<file path="src/rtl/computer_trace_monitor.sv">
// Store-trace FIFO and single-store checker that sit beside the core.
// Optional TRACE_INSTR_EN adds the instruction word to every trace entry.
module computer_trace_monitor #(
    parameter int DWIDTH = 8,
    parameter int IWIDTH = 16,
    parameter int DEPTH  = 16,
    parameter int TWIDTH = 10,
`ifdef TRACE_INSTR_EN
    localparam int ENTRY_W = 3*DWIDTH + IWIDTH,
`else
    localparam int ENTRY_W = 3*DWIDTH,
`endif
    localparam int CWIDTH = $clog2(DEPTH+1)
) (
    input  logic               clk,
    input  logic               reset,
    input  logic               en,
    input  logic [DWIDTH-1:0]  pc,
    input  logic [IWIDTH-1:0]  instr,
    input  logic               memwrite,
    input  logic [DWIDTH-1:0]  dataadr,
    input  logic [DWIDTH-1:0]  writedata,
    input  logic               arm,
    input  logic [DWIDTH-1:0]  exp_adr,
    input  logic [DWIDTH-1:0]  exp_data,
    input  logic [TWIDTH-1:0]  budget,
    input  logic               clear,
    input  logic               rd_en,
    output logic [ENTRY_W-1:0] rd_data,
    output logic               rd_valid,
    output logic [CWIDTH-1:0]  count,
    output logic               overflow,
    output logic [1:0]         status,
    output logic               fail_timeout
);

    localparam int AWIDTH = $clog2(DEPTH);

    typedef enum logic [1:0] {
        S_IDLE  = 2'b00,
        S_ARMED = 2'b01,
        S_PASS  = 2'b10,
        S_FAIL  = 2'b11
    } state_t;

    logic [ENTRY_W-1:0] mem [DEPTH];
    logic [ENTRY_W-1:0] entry;
    logic [AWIDTH-1:0]  wr_ptr, rd_ptr;
    logic               full, push_req, push, pop, drop;

`ifdef TRACE_INSTR_EN
    assign entry = {pc, instr, dataadr, writedata};
`else
    logic unused_instr;
    assign unused_instr = ^instr;
    assign entry = {pc, dataadr, writedata};
`endif

    // A full FIFO still accepts a store when the same cycle pops the oldest entry.
    assign full     = (count == CWIDTH'(DEPTH));
    assign push_req = en && memwrite;
    assign pop      = rd_en && (count != '0);
    assign push     = push_req && (!full || pop);
    assign drop     = push_req && full && !pop;

    // NOTE: the trace storage carries no reset; only pointers and count define what is valid.
    always_ff @(posedge clk) begin
        if (push) mem[wr_ptr] <= entry;
    end

    // NOTE: sequential state uses non-blocking assignments so every register sees pre-edge values.
    always_ff @(posedge clk or negedge reset) begin
        if (!reset) begin
            wr_ptr   <= '0;
            rd_ptr   <= '0;
            count    <= '0;
            rd_data  <= '0;
            rd_valid <= 1'b0;
            overflow <= 1'b0;
        end else begin
            rd_valid <= pop;
            if (push) wr_ptr <= wr_ptr + AWIDTH'(1);
            if (pop) begin
                rd_ptr  <= rd_ptr + AWIDTH'(1);
                rd_data <= mem[rd_ptr];
            end
            case ({push, pop})
                2'b10:   count <= count + CWIDTH'(1);
                2'b01:   count <= count - CWIDTH'(1);
                default: count <= count;
            endcase
            if (clear)     overflow <= 1'b0;
            else if (drop) overflow <= 1'b1;
        end
    end

    state_t             state, state_d;
    logic [TWIDTH-1:0]  counter, counter_d;
    logic [TWIDTH-1:0]  budget_q;
    logic [DWIDTH-1:0]  exp_adr_q, exp_data_q;
    logic               fail_timeout_d, load_exp;

    // NOTE: every always_comb output gets a default first so no latch is inferred.
    always_comb begin
        state_d        = state;
        counter_d      = counter;
        fail_timeout_d = fail_timeout;
        load_exp       = 1'b0;
        if (clear) begin
            state_d        = S_IDLE;
            fail_timeout_d = 1'b0;
        end else begin
            case (state)
                S_IDLE: begin
                    if (arm) begin
                        state_d   = S_ARMED;
                        counter_d = '0;
                        load_exp  = 1'b1;
                    end
                end
                S_ARMED: begin
                    if (en) begin
                        if (memwrite && dataadr == exp_adr_q) begin
                            state_d        = (writedata == exp_data_q) ? S_PASS : S_FAIL;
                            fail_timeout_d = 1'b0;
                        end else if (counter == budget_q - TWIDTH'(1)) begin
                            state_d        = S_FAIL;
                            fail_timeout_d = 1'b1;
                        end else begin
                            counter_d = counter + TWIDTH'(1);
                        end
                    end
                end
                default: ;
            endcase
        end
    end

    always_ff @(posedge clk or negedge reset) begin
        if (!reset) begin
            state        <= S_IDLE;
            counter      <= '0;
            fail_timeout <= 1'b0;
            budget_q     <= TWIDTH'(1);
            exp_adr_q    <= '0;
            exp_data_q   <= '0;
        end else begin
            state        <= state_d;
            counter      <= counter_d;
            fail_timeout <= fail_timeout_d;
            if (load_exp) begin
                // A zero budget behaves as a one-cycle window.
                budget_q   <= (budget == '0) ? TWIDTH'(1) : budget;
                exp_adr_q  <= exp_adr;
                exp_data_q <= exp_data;
            end
        end
    end

    assign status = state;

endmodule

</file>
<file path="config.mk">
export PLATFORM = sky130hd
export DESIGN_NAME = computer_trace_monitor
export DESIGN_NICKNAME = d
export VERILOG_FILES = /design/src/rtl/computer_trace_monitor.sv
export SDC_FILE = /design/constraint.sdc
export NUM_CORES = 1
export LEC_CHECK = 0
export BUFFER_PORTS_ARGS = -buffer_cell sky130_fd_sc_hd__buf_4
export CAP_MARGIN = 5
export CORE_MARGIN = 2
export CORE_UTILIZATION = 60
export DETAILED_ROUTE_END_ITERATION = 6
export PLACE_DENSITY = 0.86
export SETUP_SLACK_MARGIN = 0.1
export SYNTH_ARGS = -nofsm -noshare
export SYNTH_HDL_FRONTEND = slang
export SYNTH_SLANG_ARGS = --single-unit
</file>
<file path="constraint.sdc">
create_clock -name clk -period 4.2 [get_ports clk]
set_input_delay 1.26 -clock clk [delete_from_list [all_inputs] [get_ports clk]]
set_output_delay 1.26 -clock clk [all_outputs]
set_load 0.01 [all_outputs]
</file>
# [Yosys cells after proc, flatten, opt, wreduce, memory -nomap -nowiden]
# Memory sizes are Yosys's and may differ from the RTL's. A register that Yosys moved wholly into a read port is not among the register bits.
# Index checks and enable logic that the tools add are counted.
# W data, S select, Z words.
[word_totals] mem_bits_rw=384 in_bits=73 mem_count=1 regBits=54 out_inout_bits=34 wordCells=82
[memory_table] memory="mem" words=16 word_bits=24 read_ports=1 rd_ports_with_merged_regs=1 wr=1 line_no="46" text="logic [ENTRY_W-1:0] mem [DEPTH];"
[op_classes] bitwise_logic=1 n_eq_ne=14 n_mux=26 n_addsub=6 reduce_logical=23
[ops] operator="$mux W10" n=5
[ops] operator="$pmux W10 S2" n=1
[ops] operator="$eq A8 B8 Y1" n=2
[ops] operator="$mux W1" n=13
[ops] operator="$add A10 B1 Y10 const B" n=1
[ops] operator="$eq A10 B10 Y1" n=1
[ops] operator="$logic_not A10 Y1" n=1
[ops] operator="$mux W2" n=5
[ops] operator="$pmux W5 S2" n=1
[ops] operator="$reduce_bool A2 Y1" n=5
[ops] operator="$sub A10 B1 Y10 const B" n=1
[ops] operator="$add A4 B1 Y4 const B" n=2
[ops] operator="$ne A2 B2 Y1 const B" n=4
[ops] operator="$logic_and A1 B1 Y1" n=6
[ops] operator="$ne A3 B3 Y1 const B" n=2
[ops] operator="$reduce_and A6 Y1" n=1
[ops] operator="$reduce_bool A3 Y1" n=2
[ops] operator="$add A5 B1 Y5 const B" n=1
[ops] operator="$eq A5 B5 Y1 const B" n=1
[ops] operator="$reduce_bool A5 Y1" n=1
[ops] operator="$sub A5 B1 Y5 const B" n=1
[ops] operator="$eq A2 B1 Y1 const B" n=2
[ops] operator="$ne A4 B4 Y1 const B" n=1
[ops] operator="$pmux W2 S2" n=1
[ops] operator="other kinds (7)" n=9

# [Longest topological paths before layout]
# Gate-level depths: netlist of the first run.
[logic_depth] ltp_word=7 depth_mapped=10 ltp_nobuf=10

# [Worst setup path before layout of the first run]
# OpenSTA, ideal clock, no wires.
[synth_path] kind="input-to-reg" startpoint="input port en" endpoint="memory mem[3][0] in the netlist's numbering, enable pin" cell_stages=4 t_required_ns=3.765 setup_slack_ns=0.202 setup_ns=0.435 n_path_buf=0 arrival_ns=3.563 cell_sequence="nand2_1 > nor2_1 > nand2_1 > nor3_1"
[synth_between] elab_chain_len=4
[synth_rtl] item="start, declared" line_no="17" text="input logic en,"
[synth_rtl] item="$logic_and A1 B1 Y1" line_no="61" text="assign push_req = en && memwrite;"
[synth_rtl] item="$logic_and A1 B1 Y1" line_no="63" text="assign push = push_req && (!full || pop);"
[synth_rtl] item="$mux W1" line_no="68" text="if (push) mem[wr_ptr] <= entry;"
[synth_rtl] item="$mux W1 (not written as such)" line_no="68"
[synth_rtl] item="end, declared" line_no="46"
# No other way between the ends.

# [Worst setup path after layout of the first run]
[layout_path] startpoint="register budget_q[0]" endpoint="register counter[6]"
[layout_between] elab_chain_len=4
[layout_rtl] item="start, declared" line_no="99" text="logic [TWIDTH-1:0] budget_q;"
[layout_rtl] item="start signal, assigned" line_no="153" text="budget_q <= (budget == '0) ? TWIDTH'(1) : budget;"
[layout_rtl] item="$sub A10 B1 Y10" line_no="126" text="end else if (counter == budget_q - TWIDTH'(1)) begin"
[layout_rtl] item="$eq A10 B10 Y1" line_no="126"
[layout_rtl] item="$ne A2 B2 Y1 (no line)"
[layout_rtl] item="$reduce_and A6 Y1 (no line)"
[layout_rtl] item="end signal, assigned" line_no="149" text="counter <= counter_d;"
[layout_rtl] item="end, declared" line_no="98" text="logic [TWIDTH-1:0] counter, counter_d;"
# No other way between the ends.
# A chain may end at the register's enable or synchronous reset.

==> impl_metrics.toml, run 1 <==
[yosys]
ys_seq_area_share_pct = 73.4
synth_top_area_share_pct = 62.7
synthDistinctLibCells = 49
yosys-top-cells-area = "edfxtp_1 (63%), mux4_2 (15%), dfrtp_1 (10%)"
ys.flop_type = "edfxtp_1"
ys_ff_latch = 462
synth_edf_count = 384
yosysTopAreaCell = "edfxtp_1"
syn_inst = 992
syn_area_per_cell_um2 = 18.5
synth.most_common_cell = "edfxtp_1"
yosysWarnings = 0
async_flop_share_pct = 16.9
synthTopCellsByCount = "edfxtp_1 (384), nand2_1 (171), mux4_2 (120), dfrtp_1 (77), clkbuf_1 (31)"
syn-num-nets = 1076
syn-cell-area_um2 = 18400

[die]
chipHeight_um = 179
io_pins = 107
die_w_um = 179
core-area_um2 = 30300
rows = 64
dieArea_um2 = 32100
initial_utilization_pct = 60.6

[clock_tree]
cts_inserted_buffers = 45
ctsHoldBuffers = 0
clk_path_buf_depth = 3
clk_pin_slew_ns = 0.06
clock_sinks = 462
cts_tree = "built"
root_buffer = "clkbuf_16"
post_cts_resized = 0
h-tree-depth = 2
clock_latency_ns = 0.56
cts_setup_buffers = 0

[critical_path]
worstSetupStartpointType = "flop"
end_kind = "flop"
worstPathArrival_ns = 3.49
rrSetupSlack_ns = 1.17
r2r-end = "counter[6]"
critPathTopFamily = "compound AO/OA/AOI/OAI gates"
critPathSlowestCell = "a2111oi_4"
worst-setup-path-type = "flop to flop"
worstPathRequired_ns = 4.66
worstRegToRegCells = 9
path_cells = "inv_1 > ha_1 > nor3b_4 > a221o_1 > o311a_1 > nor2b_1 > a2111oi_4 > or4_1 > mux2i_1"
path_buf_inv = 1
cpPeakStageDelay_ns = 0.84
path_max_fanout = 15
reg2reg_from = "budget_q[0]"

[place]
hpwl_um = 22500
pre_cts_slack_ns = 1.03
io_buffers = 90
placed_cells = 1465
placed_cell_area_um2 = 19800
place.gp.congestion = 0.800

[layout]
finish.cell_count_without_fillers = 1547
layout.nets = 1200
finalInstanceArea_um2 = 21200
areaGrowthSynthToFinish_pct = 15.1
drive_above_1_share_pct = 29.1
num_antenna_cells = 0
final_util_pct = 69.7
fill_cells = 1758

[routing]
drc = 0
num_vias = 9776
wl_per_cell_um = 26.3
vias_per_cell = 6.32
routed_wirelength_um = 40700
first_iter_violations = 1058
detail-route-antenna-nets = 0
firstDrtPassIters = 5

[sta]
drv_slew = 0
slew_headroom_pct = 24.5
fin_crit_sh_pct = 72.1
tightest_slew_ns = 1.13
timing.final.ws_setup_ns = 1.17
setup_viol = 0
tns_ns = 0
hold_viol_final = 0
skew_ns = 0.0219
layout_min_cycle_time_ns = 3.03
rsz0062_at_grt = "no"
holdWs_ns = 0.473
timing.fmax_mhz = 330

[power_and_ir_drop]
pwr_density_cell_nw_per_um2 = 609
pwr-share-comb_pct = 24.1
seqPwrFrac_pct = 46.0
intPower_mw = 9.30
power_switching_mw = 3.59
total_power_mw = 12.9
switching_share_pct = 27.9
p_leak_nw = 7.43
ir_worst_vdd_mv = 0.362
power.share.clock_pct = 29.8

[grt]
grt_max_degree = 71
antenna_found_initial = 0
grt-ovfl-total = 0
track_usage_pct = 26.8
grt_pass1_wl_um = 61800
grt_pass1_vias = 10100

[worst_hold_path]
min_from = "rd_data[20]"
hold_class = "flop to flop"
min_to = "rd_data[20]"
whs_path_depth = 2

[outcome]
status = "completed"

[job]
cap_violations = 0
-- kinds of logic after synthesis --
family | after synthesis | share of synthesized area [%]
flops | 462 | 73.4
compound gates | 33 | 1.29
simple gates | 260 | 6.27
xor+xnor | 35 | 1.67
buf+inv | 61 | 1.36
mux | 130 | 15.3
fa+ha+maj | 11 | 0.790
-- power groups by stage --
stage / Combinational [mW] / Clock (mW) / Sequential (mW)
3_3_place_gp: 3.00 / 0 / 5.99
3_5_place_dp: 3.08 / 0 / 6.02
5_1_grt: 3.33 / 4.05 / 6.01
6_report: 3.11 / 3.85 / 5.93
2_1_floorplan: 2.34 / 0 / 5.71
4_1_cts: 3.14 / 3.89 / 5.95
-- routing by layer --
| metal | up-vias | routed length, µm | track usage (%) |
|---|---|---|---|
| li1 | 4130 | - | - |
| met1 | 5013 | 15500 | 37.3 |
| met2 | 552 | 20600 | 44.4 |
| met3 | 81 | 3450 | 4.13 |
| met4 | 0 | 1120 | 8.74 |
| met5 | - | 0 | 0 |
-- how the worst max path moves through the flow --
| stage | endpoint | startpoint | slack, ns | cells after the start |
|---|---|---|---|---|
| global placement | counter[6] | dataadr[4] | 1.06 | 7 |
| finish | counter[6] | budget_q[0] | 1.17 | 9 |
| global route | counter[6] | budget_q[0] | 1.02 | 9 |
| CTS | counter[6] | budget_q[0] | 1.20 | 9 |
| floorplan | mem[3][0] | en | 0.20 | 4 |
| detailed placement | counter[6] | dataadr[4] | 1.03 | 7 |
-- layout by cell type (no fill, tap or decap), drive strengths merged, types with 3 or more instances in the layout --
cell,count
inv,14
or4,5
or3,3
nand3,8
xor2,15
o31ai,3
dfrtp,77
a311oi,3
clkinv,11
nor2,25
clkbuf,67
buf,126
nor2b,4
xnor2,20
ha,10
nand2,171
and3,3
nand2b,5
nand4,7
edfxtp,384
o21ai,7
a21oi,11
mux2i,8
mux4,120
nor3,15
nor3b,3
nor4,5
-- state kept, by name, indices dropped and copies added (netlist names) --
name	cells
overflow	1
rd_ptr	4
count	5
rd_valid	1
rd_data	24
counter	10
fail_timeout	1
mem	384
wr_ptr	4
exp_adr_q	8
exp_data_q	8
budget_q	10
status	2
-- cell type report --
cell class	count	area, µm²	area share (%)
inverters	12	45.0	0.213
well taps	396	495	2.34
clock buffers	67	1250	5.90
clock inverters	15	149	0.704
flip-flops and latches	462	13500	63.8
multi-input cells	469	4700	22.2
repair buffers	126	1020	4.83
-- worst reg2reg max path: stages (launching register included) --
cell and delay, ns:
dfstp_2 0.56, inv_1 0.07, ha_1 0.23, nor3b_4 0.17
a221o_1 0.35, o311a_1 0.13, nor2b_1 0.16, a2111oi_4 0.84
or4_1 0.25, mux2i_1 0.18
Power figures use the tool's default switching activity.
==> run 2: changes to the inputs <==
==> constraint.sdc (replaced) <==
create_clock -name clk -period 3.1 [get_ports clk]
set_input_delay 0.93 -clock clk [delete_from_list [all_inputs] [get_ports clk]]
set_output_delay 0.93 -clock clk [all_outputs]
set_load 0.01 [all_outputs]
==> impl_metrics.toml, run 2 (same netlist as run 1, synthesis figures left out) <==
[critical_path]
path_max_fanout = 5
cp-startpoint = "count[1]"
worstPathRequired_ns = 3.57
rrSetupSlack_ns = 0.34
worstPathArrival_ns = 3.23
worst-setup-path-type = "flop to flop"
r2r-end = "count[4]"
worstSetupStartpointType = "flop"
end_kind = "flop"
crit_end = "count[4]"
reg2reg_from = "count[1]"
worstRegToRegCells = 10

[sta]
rsz0062_at_grt = "no"
hold_viol_final = 0
tns_ns = 0
setup_viol = 0
tightest_slew_ns = 0.842
slew_headroom_pct = 43.9
timing.fmax_mhz = 363
holdWs_ns = 0.399
skew_ns = 0.0236
fin_crit_sh_pct = 89.0
drv_slew = 0
layout_min_cycle_time_ns = 2.76

[job]
cap_violations = 0

[power_and_ir_drop]
p_leak_nw = 7.59
seqPwrFrac_pct = 43.9
power_switching_mw = 5.02
power.share.clock_pct = 31.4
ir_worst_vdd_mv = 0.634
pwr-share-comb_pct = 24.8
pwr_density_cell_nw_per_um2 = 842
intPower_mw = 13.1
switching_share_pct = 27.7

[layout]
fill_cells = 1755
reg.largest.list = "mem (384), rd_data (24)"
final_cell_mix = "edfxtp_1 (384), nand2_1 (171), mux4_2 (120)"
largest_reg_flops = 384
layout.nets = 1211
largest-register = "mem"
drive_above_1_share_pct = 30.0
final_util_pct = 70.9
mostFrequentLayoutCell = "edfxtp_1"
num_antenna_cells = 0
finalInstanceArea_um2 = 21500
areaGrowthSynthToFinish_pct = 17.1

[routing]
vias_per_cell = 6.30
detail-route-antenna-nets = 0
drc = 0
routed_wirelength_um = 42400
firstDrtPassIters = 5
first_iter_violations = 1032
num_vias = 9829
wl_per_cell_um = 27.2

[die]
chipHeight_um = 179
core-area_um2 = 30300
io_pins = 107
rows = 64
die_w_um = 179
initial_utilization_pct = 60.6
dieArea_um2 = 32100

[grt]
gr-usage-met1_pct = 38.0
grt_pass1_wl_um = 63700
grt_max_degree = 47
track_usage_pct = 27.8
grt_pass1_vias = 10400
grt_util_met3_pct = 4.73
grt-ovfl-total = 0
grt_busiest_layer = "met2"
antenna_found_initial = 0
grt_use_met2_pct = 46.1

[place]
hpwl_um = 23500
place.gp.congestion = 0.820
io_buffers = 90
placed_cell_area_um2 = 20000

[clock_tree]
h-tree-depth = 2
cts_inserted_buffers = 46
clk_path_buf_depth = 3
clock_latency_ns = 0.56
clock_sinks = 462
cts_setup_buffers = 0
post_cts_resized = 0
ctsHoldBuffers = 0
cts_tree = "built"
root_buffer = "clkbuf_16"
clk_pin_slew_ns = 0.06

[outcome]
status = "completed"

[worst_hold_path]
hold_class = "input pin to async pin"
## run 2: worst max-delay path, stage by stage, from the launching register on
cell,delay [ns]
dfrtp_1,0.44
or4_1,0.61
o21ai_2,0.18
inv_1,0.08
nand2_1,0.15
inv_1,0.11
ha_1,0.33
a21o_1,0.18
a21oi_1,0.20
mux2i_1,0.25
xor2_1,0.16
## run 2: power by group through the flow
| stage | logic (mW) | registers [mW] | clock network [mW] |
|---|---|---|---|
| global placement | 4.29 | 8.00 | 0 |
| detailed placement | 4.45 | 8.06 | 0 |
| CTS | 4.54 | 7.96 | 5.75 |
| global route | 4.80 | 8.02 | 5.97 |
| floorplan | 3.18 | 7.73 | 0 |
| finish | 4.49 | 7.95 | 5.69 |
## run 2: cell type report
| cell class | instances | area, µm² | share of cell area [%] |
|---|---|---|---|
| flip-flops and latches | 462 | 13500 | 62.7 |
| clock buffers | 59 | 1220 | 5.67 |
| multi-input cells | 469 | 4730 | 22.0 |
| well taps | 396 | 495 | 2.30 |
| repair buffers | 136 | 1230 | 5.73 |
| clock inverters | 26 | 318 | 1.48 |
| inverters | 12 | 45.0 | 0.209 |
## run 2: per-stage QoR
stage	worst slack, ns	total power [mW]	cells
after global placement	0.293	12.3	1475
final	0.342	18.1	1560
after floorplan	0.0708	10.9	992
after CTS	0.350	18.2	1560
after detailed placement	0.248	12.5	1475
after global routing	0.171	18.8	1560
## run 2: worst min-delay path by stage
stage,depth (start not counted),slack (ns),start,endpoint
after floorplan,2,0.47,exp_data_q[0],exp_data_q[0]
final,1,0.40,reset,rd_data[16]
after global routing,1,0.43,reset,rd_data[16]
after detailed placement,2,0.47,rd_data[17],rd_data[17]
after global placement,2,0.46,rd_data[19],rd_data[19]
after CTS,1,0.42,reset,rd_data[16]
## run 2: per-layer routing
| layer | part of all wire (%) | vias to the layer above |
|---|---|---|
| met5 | 0 | - |
| met4 | 3.0 | 0 |
| met3 | 9.1 | 94 |
| met2 | 51 | 520 |
| met1 | 37 | 5067 |
| li1 | - | 4148 |
